### config.mk
export PLATFORM = sky130hd
export DESIGN_NAME = pipeline_stall_controller
export DESIGN_NICKNAME = d
export VERILOG_FILES = /design/src/rtl/pipeline_stall_controller_pkg.sv /design/src/rtl/pipeline_stall_controller_sat_counter.sv /design/src/rtl/pipeline_stall_controller.sv
export SDC_FILE = /design/constraint.sdc
export NUM_CORES = 1
export LEC_CHECK = 0
export ABC_CLOCK_PERIOD_IN_PS = 3700
export BUFFER_PORTS_ARGS = -buffer_cell sky130_fd_sc_hd__buf_4
export CAP_MARGIN = 20
export CORE_MARGIN = 10
export CORE_UTILIZATION = 40
export CTS_CLUSTER_DIAMETER = 30
export CTS_CLUSTER_SIZE = 28
export DETAILED_ROUTE_END_ITERATION = 12
export MAX_ROUTING_LAYER = met4
export PLACE_DENSITY = 0.66
export SLEW_MARGIN = 20
export SYNTH_ARGS = -nofsm -noshare
export SYNTH_HDL_FRONTEND = slang
export SYNTH_SLANG_ARGS = --single-unit
### constraint.sdc
create_clock -name clk -period 3.7 [get_ports clk]
set_clock_uncertainty 0.15 [all_clocks]
set_input_delay 0.185 -clock clk [delete_from_list [all_inputs] [get_ports clk]]
set_output_delay 0.185 -clock clk [all_outputs]
set_load 0.01 [all_outputs]
### src/rtl/pipeline_stall_controller_pkg.sv
// Shared definitions for the pipeline stall/flush sequencer and the pipeline
// registers it controls.
// Contents: controller state encoding, NOP instruction word used for bubbles.
package pipe_ctrl_pkg;

  typedef enum logic [1:0] {
    RUN      = 2'd0,
    MEM_WAIT = 2'd1,
    ERROR    = 2'd2
  } pipe_ctrl_state_t;

  // Instruction word loaded into a pipeline register when it is bubbled or
  // flushed (addi x0, x0, 0): decodes with every write/memory enable low.
  localparam logic [31:0] PIPE_NOP = 32'h0000_0013;

endpackage

### src/rtl/pipeline_stall_controller_sat_counter.sv
// Saturating up-counter for performance debug.
// Ports: clk, rst (sync, active-high), inc (count this cycle), count (value).
// Holds at all-ones once reached; never wraps.
module sat_counter #(
  parameter int W = 16
) (
  input  logic         clk,
  input  logic         rst,
  input  logic         inc,
  output logic [W-1:0] count
);

  always_ff @(posedge clk) begin
    if (rst) begin
      count <= '0;
    end else if (inc && (count != {W{1'b1}})) begin
      count <= count + 1'b1;
    end
  end

endmodule

### src/rtl/pipeline_stall_controller.sv
// Central stall/flush sequencer: merges hazard, taken-branch and MEM-stage
// SRAM wait into freeze/bubble/flush controls, with a sticky memory watchdog.
// Ports: hazard/branch_taken/mem_req/mem_ready in; freeze/bubble/flush
// controls (combinational, zero latency), mem_timeout, stall/flush counters out.
module pipeline_stall_controller
  import pipe_ctrl_pkg::*;
#(
  parameter int TIMEOUT_CYCLES = 255,
  parameter int CNT_W          = 16
) (
  input  logic             clk,
  input  logic             rst,
  input  logic             hazard,
  input  logic             branch_taken,
  input  logic             mem_req,
  input  logic             mem_ready,
  output logic             freeze_pc,
  output logic             freeze_ifid,
  output logic             bubble_idex,
  output logic             flush_ifid,
  output logic             freeze_pipe,
  output logic             mem_timeout,
  output logic [CNT_W-1:0] stall_count,
  output logic [CNT_W-1:0] flush_count
);

  localparam int WAIT_W = $clog2(TIMEOUT_CYCLES);
  // wait_cnt holds (stalled cycles so far - 1) during MEM_WAIT, so this value
  // marks the last tolerated stall cycle.
  localparam logic [WAIT_W-1:0] WAIT_LAST = WAIT_W'(TIMEOUT_CYCLES - 1);

  pipe_ctrl_state_t  state, state_nxt;
  logic [WAIT_W-1:0] wait_cnt, wait_nxt;
  logic              mem_stall;

  assign mem_stall   = mem_req & ~mem_ready;
  assign mem_timeout = (state == ERROR);

  always_ff @(posedge clk) begin
    if (rst) begin
      state    <= RUN;
      wait_cnt <= '0;
    end else begin
      state    <= state_nxt;
      wait_cnt <= wait_nxt;
    end
  end

  always_comb begin
    state_nxt   = state;
    wait_nxt    = wait_cnt;
    freeze_pc   = 1'b0;
    freeze_ifid = 1'b0;
    bubble_idex = 1'b0;
    flush_ifid  = 1'b0;
    freeze_pipe = 1'b0;

    case (state)
      RUN: begin
        if (mem_stall) begin
          state_nxt = MEM_WAIT;
          wait_nxt  = WAIT_W'(1);
        end
      end
      MEM_WAIT: begin
        if (mem_stall) begin
          if (wait_cnt == WAIT_LAST) begin
            state_nxt = ERROR;
          end else begin
            wait_nxt = wait_cnt + 1'b1;
          end
        end else begin
          state_nxt = RUN;
          wait_nxt  = '0;
        end
      end
      ERROR: begin
        // Locked until reset.
      end
      default: begin
        state_nxt = RUN;
        wait_nxt  = '0;
      end
    endcase

    // Priority: error lock, memory stall, taken branch, data hazard.
    // A branch or hazard seen under a memory stall is dropped here; the
    // frozen stages present it again once the stall clears.
    if (rst) begin
      // all controls held low during reset
    end else if (state == ERROR) begin
      freeze_pc   = 1'b1;
      freeze_ifid = 1'b1;
      freeze_pipe = 1'b1;
    end else if (mem_stall) begin
      freeze_pc   = 1'b1;
      freeze_ifid = 1'b1;
      freeze_pipe = 1'b1;
    end else if (branch_taken) begin
      // ID instruction is being killed, so any hazard on it is irrelevant.
      flush_ifid  = 1'b1;
      bubble_idex = 1'b1;
    end else if (hazard) begin
      freeze_pc   = 1'b1;
      freeze_ifid = 1'b1;
      bubble_idex = 1'b1;
    end
  end

  sat_counter #(.W(CNT_W)) u_stall_cnt (
    .clk   (clk),
    .rst   (rst),
    .inc   (freeze_pc),
    .count (stall_count)
  );

  sat_counter #(.W(CNT_W)) u_flush_cnt (
    .clk   (clk),
    .rst   (rst),
    .inc   (flush_ifid),
    .count (flush_count)
  );

endmodule
==> flow_summary_export.csv, run 1 <==
group,metric,value,unit
synthesis,ys_seq_area_frac,0.376,
clock_network,path_clk_slew,80,ps
floorplan,die_y,94.7,microns
run,drv_cap,0,
clock_network,clockRootBuffer,"clkbuf_8",
clock_network,cts_buffer_depth,2,
synthesis,synth_warnings,0,
synthesis,syn_nets,279,
routing,highest_layer,"met4",
worst_setup_path,worstSetupPathType,"flop to flop",
routing,routed_via_density,5.36,
timing,max_slew_margin,0.515,
routing,met3WireLength,289,microns
clock_network,clkLatencyLatePin,300,ps
status,status,"finished clean",
synthesis,synthAdderAreaFrac,0.0224,
layout,fin_nets,318,
synthesis,synthMuxAreaShare,0.00896,
routing,dr_wl_met2,2310,microns
worst_setup_path,cp-end-kind,"flop",
global_routing,track_usage,0.121,
placed_design,gp_congestion,0.822,
layout,syn2layout_area_growth,20.2,%
worst_setup_path,cp-start-kind,"flop",
clock_network,cts_sinks,42,
synthesis,synth_top_family_by_area,"simple AND/OR/NAND/NOR gates",
timing,slew_viol_final,0,
synthesis,synthArstFlopShare,0,
synthesis,synth_simple_gate_area_frac,0.319,
timing,rsz0062_at_grt,"false",
routing,drc_errors,0,
routing,routed_wl,5250,microns
timing,hold_viol,0,
clock_network,cts-htree-levels,2,
routing,routedLengthMet1,2580,microns
synthesis,synth_edf_count,0,
layout,drive_gt1_frac,0.197,
worst_setup_path,critPathCapture,"u_flush_cnt.count[9]",
routing,drt_iter0_drc,132,
timing,tightest_slew,722,ps
synthesis,yosys.area.top_type,"dfxtp_1",
layout,finalNonFillerCells,381,
synthesis,synth_ff_type,"dfxtp_1",
synthesis,ys_types,53,
floorplan,start_util,0.408,
synthesis,netlist.area_leader.share,0.376,
floorplan,die_area,0.00897,sq mm
floorplan,die_w,94.7,microns
timing,hold_slack,80.8,ps
global_routing,antenna_found_initial,0,
placed_design,placed_cells,373,
synthesis,syn_inst,269,
clock_network,cts-resized-gates,0,
pwr,ir_drop,0.173,mV
clock_network,cts_buffers,5,
worst_setup_path,r2r_cells,6,
global_routing,grt_max_degree,48,
global_routing,grt_pass1_wl,8760,microns
pwr,p_leak,1.00,nW
worst_setup_path,r2r-end,"u_flush_cnt.count[9]",
floorplan,num_io_pins,44,
synthesis,synth_seq_cells,42,
timing,setup_tns,0,ps
timing,setup_viol_count_final,0,
layout,mostFrequentLayoutCells,"43 x nor2_1, 43 x buf_4, 42 x dfxtp_1",
synthesis,synthXorXnorAreaFrac,0.0941,
global_routing,overflow,0,
layout,num_antenna_cells,0,
clock_network,postCtsSetupRepairBufs,0,
worst_setup_path,r2r-start,"state[0]",
routing,vias,2042,
synthesis,synth_compound_gate_area_share,0.141,
timing,fin_crit_sh,0.579,
global_routing,grt_pass1_vias,1927,
clock_network,cts_tree,"done",
pwr,p_per_area,314,mW/mm^2
hold_path,min_path_type,"input port to flop",
floorplan,rows,27,
synthesis,synth_area_leaders,"dfxtp_1 38%, nor2_1 7.2%, nand4_1 5.6%, xor2_1 5.5%, xnor2_1 3.9%",
routing,drt-pass1-iter-count,6,
routing,ant_nets,0,
timing,fin_crit,2140,ps
placed_design,hpwlAfterDp,3800,microns
clock_network,postCtsHoldBufs,0,
routing,wl_per_cell,13.8,microns
worst_setup_path,crit_fanout,9,
floorplan,core_area,0.00547,sq mm
synthesis,synth_area,0.00223,sq mm
timing,fmax,0.467,GHz
worst_setup_path,crit_path_start,"state[0]",
synthesis,synth.avg_cell_area,8.30,sq um
worst_setup_path,cp.arrival,2220,ps
worst_setup_path,cp.required,3780,ps
placed_design,port_buffers,43,
worst_setup_path,r2r_slack,1560,ps
[registers in the layout, summed over array words and instances (netlist names)]
name,flops
u_flush_cnt.count,16
u_stall_cnt.count,16
wait_cnt,8
state,2
[where the power goes]
group,internal (mW),total (mW),switching [mW]
Combinational,0.0267,0.0628,0.0362
Sequential,0.458,0.465,0.00734
Clock,0.150,0.316,0.166
[layer usage]
| layer | vias to the layer above | global-route usage |
|---|---|---|
| li1 | 1048 | - |
| met1 | 937 | 0.151 |
| met2 | 50 | 0.180 |
| met3 | 7 | 0.0389 |
| met4 | 0 | 0.0424 |
| met5 | - | - |
[synthesized netlist by cell type, drive strengths merged, types with 2 or more instances]
library cell  number
a211o              2
a211oi             5
a21oi             15
a31oi              3
and2               4
and4               3
buf                4
clkbuf             7
dfxtp             42
ha                 4
inv                7
mux2i              2
nand2             15
nand2b             6
nand3             10
nand4             20
nand4b             2
nor2              43
nor2b              6
nor3               8
nor3b              2
nor4               3
o2111ai            2
o21ai              9
o31ai              2
or3                3
or4                3
xnor2             10
xor2              14
[stage by stage]
step / util / worst slack, ps / area, sq um / total power [mW]
final: 0.491 / 1560 / 2690 / 0.844
after global routing: 0.491 / 1340 / 2690 / 0.881
after CTS: 0.491 / 1580 / 2690 / 0.858
after detailed placement: 0.473 / 1600 / 2590 / 0.539
after global placement: 0.473 / 1630 / 2590 / 0.539
after floorplan: - / 1750 / 2230 / 0.515
[cell type report]
class	count	area, sq um
Sequential cell	42	841
Clock inverter	2	12.5
Inverter	7	28.8
Fill cell	538	2790
Tap cell	72	90.1
Timing Repair Buffer	43	323
Multi-Input combinational cell	209	1310
Clock buffer	6	82.6
[logic make-up (layout without fill, tap and decap cells)]
group	count (synthesis)	after routing
flip-flops	42	42
buffers and inverters	18	58
AND/OR/NAND/NOR	132	132
multiplexers	2	2
AO/OA/AOI/OAI	47	47
XOR/XNOR	24	24
adder cells (fa/ha/maj)	4	4
[worst max-delay path, cell delays in order, from the launching register on]
cell,delay (ps)
dfxtp_1,450
nand2b_2,270
inv_4,70
nor4_4,530
and2_4,260
a41oi_1,130
a211oi_2,210
[worst min path at each step]
stage,to,start,depth (start not counted)
detailed placement,u_stall_cnt.count[9],u_stall_cnt.count[9],1
global placement,wait_cnt[5],wait_cnt[5],2
global route,state[1],mem_ready,4
CTS,state[1],mem_ready,4
floorplan,state[1],mem_ready,3
finish,state[1],mem_ready,4
(Power assumes the default switching activity.)
==> inputs of run 2 (changes only) <==
ABC_CLOCK_PERIOD_IN_PS = 1900   (was 3700)
PLACE_DENSITY = 0.68   (was 0.66)
clock period = 1.9 ns   (was 3.7 ns; I/O delays follow)
==> run 2 against run 1 <==
Net effect: first-iteration DRC count down 26%; critical endpoint is now u_stall_cnt.count[1]; critical path depth down 1; hold slack better by 40 ps; largest power group unchanged; non-clock buffer count up 47; sequential power up 93%; global-route usage up 1.8 points; combinational power rose to 2.7 times the previous value; highest routed layer unchanged; sequential share of layout area down 4.2 points; final cell count up 12%; clock power up 120%; routed wire length up 15%; register-to-register slack worse by 1500 ps.
==> flow_summary_export.csv, run 2 (synthesized netlist as in run 1, its figures left out) <==
group,metric,value,unit
status,status,"finished clean",
worst_setup_path,cp.required,1950,ps
hold_path,min_path_cells,5,
layout,num_antenna_cells,0,
timing,tightest_slew,400,ps
clock_network,path_clk_slew,80,ps
timing,layout_setup_ws,80.1,ps
layout,fill_cells,510,
placed_design,port_buffers,43,
floorplan,start_util,0.408,
hold_path,min_path_type,"input port to flop",
floorplan,num_io_pins,44,
routing,vias,2267,
layout,reg_top3,"u_flush_cnt.count (16), u_stall_cnt.count (16), wait_cnt (8)",
routing,ant_nets,0,
placed_design,place_worst_setup_slack,14.3,ps
worst_setup_path,cp.arrival,1870,ps
global_routing,grt_max_degree,21,
timing,max_slew_margin,0.729,
timing,rsz0062_at_grt,"false",
clock_network,cts_tree,"done",
clock_network,cts_buffer_depth,2,
worst_setup_path,worstSetupPathType,"flop to flop",
worst_setup_path,cp-start-kind,"flop",
worst_setup_path,crit_fanout,5,
routing,drt_iter0_drc,98,
worst_setup_path,r2r_cells,5,
timing,fin_crit_sh,0.958,
clock_network,clockRootBuffer,"clkbuf_8",
clock_network,cts-htree-levels,2,
timing,setup_tns,0,ps
routing,wl_per_cell,14.1,microns
layout,mostFrequentLayoutCells,"88 x buf_4, 43 x nor2_1, 37 x dfxtp_1",
timing,fmax,0.549,GHz
placed_design,gp_congestion,0.832,
floorplan,die_y,94.7,microns
layout,syn2layout_area_growth,39.8,%
layout,drive_gt1_frac,0.337,
routing,routed_via_density,5.30,
clock_network,clkLatencyLatePin,300,ps
timing,hold_slack,120,ps
timing,fin_crit,1820,ps
pwr,p_per_area,561,mW/mm^2
global_routing,grt_pass1_vias,2205,
pwr,ir_drop,0.355,mV
worst_setup_path,cp-end-kind,"flop",
clock_network,cts_buffers,5,
timing,setup_viol_count_final,0,
layout,final_common_cell,"buf_4",
clock_network,cts_sinks,42,
timing,hold_viol,0,
routing,routed_wl,6020,microns
floorplan,core_area,0.00547,sq mm
global_routing,overflow,0,
floorplan,die_area,0.00897,sq mm
timing,slew_viol_final,0,
routing,drt-pass1-iter-count,4,
global_routing,antenna_found_initial,0,
run,drv_cap,0,
floorplan,die_w,94.7,microns
global_routing,grt_pass1_wl,10000,microns
floorplan,rows,27,
global_routing,track_usage,0.139,
placed_design,hpwlAfterDp,4520,microns
pwr,p_leak,1.26,nW
layout,fin_nets,365,
routing,drc_errors,0,
-- run 2: cell types whose count changed in the layout (fill, tap and decap cells not counted), moves of 2 or more --
cell / change
dfxtp_1: -5
nand2b_4: +2
nor3_2: +2
dfxtp_2: +5
clkbuf_8: +2
buf_4: +45
nor3_1: -2
-- run 2: area by class of cell --
cell class / count / area [sq um] / area share
multi-input combinational: 209 / 1370 / 0.437
tap: 72 / 90.1 / 0.0288
inverter: 7 / 28.8 / 0.00921
timing repair buffer: 90 / 682 / 0.218
sequential: 42 / 847 / 0.271
clock buffer: 8 / 110 / 0.0353
-- run 2: stage by stage --
| step | std cells | util | total power, mW | instance area [sq um] |
|---|---|---|---|---|
| after floorplan | 269 | - | 1.00 | 2250 |
| after global placement | 416 | 0.536 | 1.07 | 2930 |
| after detailed placement | 416 | 0.536 | 1.08 | 2930 |
| after CTS | 425 | 0.558 | 1.75 | 3050 |
| after global routing | 428 | 0.571 | 1.82 | 3120 |
| final | 428 | 0.571 | 1.75 | 3120 |
-- run 2: what timing repair did --
item | 4_1_cts | 5_1_grt
gates resized for setup | 0 | 11
endpoints found under the hold margin | 7 | 0
setup buffers | 0 | 3
hold buffers | 1 | 0
endpoints found under the setup margin | 0 | 11
-- run 2: where the power goes --
part / switching (mW) / internal (mW) / leakage [nW]
Sequential: 0.00770 / 0.892 / 0.342
Clock: 0.316 / 0.367 / 0.0575
Combinational: 0.0896 / 0.0791 / 0.862
Total: 0.414 / 1.34 / 1.26
-- run 2: critical path: stages (launching register included) --
cell and delay, ps:
dfxtp_1 350, nand4_1 140, or4_4 620, o21ai_4 200, mux2i_1 210, nor2_1 50
-- run 2: final timing paths --
kind / start / to / slack (ps)
worst max-delay path: u_stall_cnt.count[9] / u_stall_cnt.count[1] / 80
worst min-delay path: mem_ready / state[1] / 120
worst max register to register: u_stall_cnt.count[9] / u_stall_cnt.count[1] / 80
worst min register to register: wait_cnt[5] / wait_cnt[5] / 350
-- run 2: metal layers --
layer,part of all wire,vias to the layer above,global-route usage
met5,0,-,-
met4,0.0088,0,0.0411
met3,0.061,4,0.0468
met2,0.48,55,0.217
met1,0.45,1061,0.167
li1,-,1147,-
==> inputs of run 3 (changes only) <==
BUFFER_PORTS_ARGS = -buffer_cell sky130_fd_sc_hd__buf_2   (was -buffer_cell sky130_fd_sc_hd__buf_4)
==> run 3 against run 2 <==
Net effect: design area shrank 4.2%; register-to-register slack is essentially flat; via count shrank 0.84%; combinational power shrank 9%; routed wire length shrank 2.0%; non-clock buffer count is the same; final cell count is the same; clock power shrank 13%; sequential share of layout area grew 1.3 points; critical path depth grew 3; largest cell class unchanged; highest routed layer unchanged.
==> flow_summary_export.csv, run 3 (synthesized netlist as in run 1, its figures left out) <==
group,metric,value,unit
floorplan,num_io_pins,44,
hold_path,min_path_type,"input port to flop",
placed_design,placed_cells,417,
worst_setup_path,cp.buffers_inverters,3,
worst_setup_path,cp_cell_sequence,"dlygate4sd3_1, buf_4, nand2b_4, nor4_4, buf_4, nand4_1, xor2_1, nor2_1",
floorplan,die_y,94.7,microns
routing,drc_errors,0,
clock_network,clkLatencyLatePin,290,ps
timing,tightest_slew,450,ps
pwr,power_switching,0.393,mW
worst_setup_path,critical_path.max_stage_delay,540,ps
floorplan,die_w,94.7,microns
timing,rsz0062_at_grt,"true",
status,status,"finished clean",
placed_design,port_buffers,43,
layout,finalNonFillerCells,428,
pwr,ir_drop,0.285,mV
timing,hold_viol,0,
layout,post-route-util,0.547,
placed_design,place_worst_setup_slack,18.3,ps
worst_setup_path,crit_fanout,10,
floorplan,core_area,0.00547,sq mm
routing,drt_iter0_drc,111,
timing,fin_crit,1830,ps
worst_setup_path,cp-end-kind,"flop",
pwr,p_seq_frac,0.547,
routing,drt-pass1-iter-count,4,
layout,drive_gt1_frac,0.337,
worst_setup_path,worst_path_most_repeated_cell,"buf_4",
global_routing,grt_pass1_vias,2188,
worst_setup_path,cp.required,1930,ps
global_routing,grt_max_degree,15,
pwr,p_comb_frac,0.093,
pwr,intPower,1.25,mW
clock_network,cts_tree,"done",
timing,setup_viol_count_final,0,
floorplan,rows,27,
routing,vias,2248,
clock_network,clockRootBuffer,"clkbuf_8",
routing,ant_nets,0,
worst_setup_path,cp_top_family,"buffers and inverters",
layout,mostFrequentLayoutCells,"47 x buf_4, 43 x nor2_1, 42 x buf_2",
clock_network,path_clk_slew,80,ps
layout,fin_nets,365,
layout,reg_top3,"u_flush_cnt.count (16), u_stall_cnt.count (16), wait_cnt (8)",
global_routing,track_usage,0.138,
layout,syn2layout_area_growth,34.0,%
timing,max_slew_margin,0.699,
routing,routed_via_density,5.25,
global_routing,overflow,0,
pwr,p_per_area,549,mW/mm^2
pwr,pwr-share-clk,0.360,
routing,routed_wl,5900,microns
clock_network,cts-htree-levels,2,
worst_setup_path,worstSetupPathType,"input port to flop",
layout,fill_cells,550,
run,drv_cap,0,
pwr,p_leak,1.24,nW
worst_setup_path,crit_path_top_delay_cell,"dlygate4sd3_1",
clock_network,cts_sinks,42,
worst_setup_path,cp.arrival,1860,ps
routing,wl_per_cell,13.8,microns
global_routing,grt_pass1_wl,9970,microns
global_routing,antenna_found_initial,0,
timing,fin_crit_sh,0.963,
timing,layout_setup_ws,70.1,ps
timing,fmax,0.546,GHz
placed_design,gp_congestion,0.863,
timing,slew_viol_final,0,
floorplan,die_area,0.00897,sq mm
worst_setup_path,cp-start-kind,"input port",
pwr,swShare,0.239,
floorplan,start_util,0.408,
clock_network,cts_buffer_depth,2,
clock_network,cts_buffers,5,
layout,num_antenna_cells,0,
placed_design,hpwlAfterDp,4570,microns
layout,final_common_cell,"buf_4",
run 3: cell types whose count changed in the layout (fill, tap and decap cells not counted), sizes merged:
cell | before | now
clkinv | 0 | 1
clkbuf | 8 | 7
run 3: path summary, 6_finish.rpt:
path | from | end | slack [ps] | depth (start not counted)
hold / removal | mem_ready | wait_cnt[0] | 30 | 4
setup reg to reg | u_stall_cnt.count[9] | u_stall_cnt.count[1] | 80 | 5
setup / recovery | rst | u_flush_cnt.count[11] | 70 | 8
hold reg to reg | u_stall_cnt.count[15] | u_stall_cnt.count[15] | 350 | 2
run 3: repair_timing:
item,in CTS,in global routing
endpoints found under the hold margin,1,0
resized for setup,0,12
hold buffers,1,0
endpoints found under the setup margin,0,19
buffers inserted,0,2
run 3: per-layer routing:
layer / track usage / share of wire / vias to the layer above
met5: - / 0 / -
met2: 0.216 / 0.47 / 54
met1: 0.169 / 0.46 / 1046
met3: 0.0404 / 0.061 / 7
li1: - / - / 1141
met4: 0.0374 / 0.013 / 0
run 3: power groups by stage:
stage | combinational (mW) | clock (mW) | sequential [mW]
2_1_floorplan | 0.0777 | 0 | 0.927
3_3_place_gp | 0.146 | 0 | 0.920
3_5_place_dp | 0.148 | 0 | 0.920
4_1_cts | 0.150 | 0.613 | 0.900
5_1_grt | 0.171 | 0.647 | 0.900
6_report | 0.153 | 0.593 | 0.898
run 3: layout make-up:
class | count | area (sq um) | share of cell area
clock inverters | 1 | 5.00 | 0.00167
inverters | 7 | 28.8 | 0.00962
well taps | 72 | 90.1 | 0.0301
multi-input cells | 209 | 1360 | 0.454
clock buffers | 7 | 86.3 | 0.0288
flip-flops and latches | 42 | 851 | 0.284
repair buffers | 90 | 573 | 0.191
run 3: through the flow:
stage          hold WS (ps)  power, mW  instance area [sq um]  setup TNS (ps)
4_1_cts                28.1       1.66                   2930               0
2_1_floorplan           169       1.00                   2250           -22.8
3_5_place_dp            264       1.07                   2830               0
6_report               27.1       1.64                   2990               0
3_3_place_gp            259       1.07                   2830               0
5_1_grt                73.5       1.72                   2990           -58.0
run 3: tightest hold or removal path, stage by stage:
cell	delay [ps]
buf_2	100
nor3b_2	70
a21oi_1	120
nor2_1	40
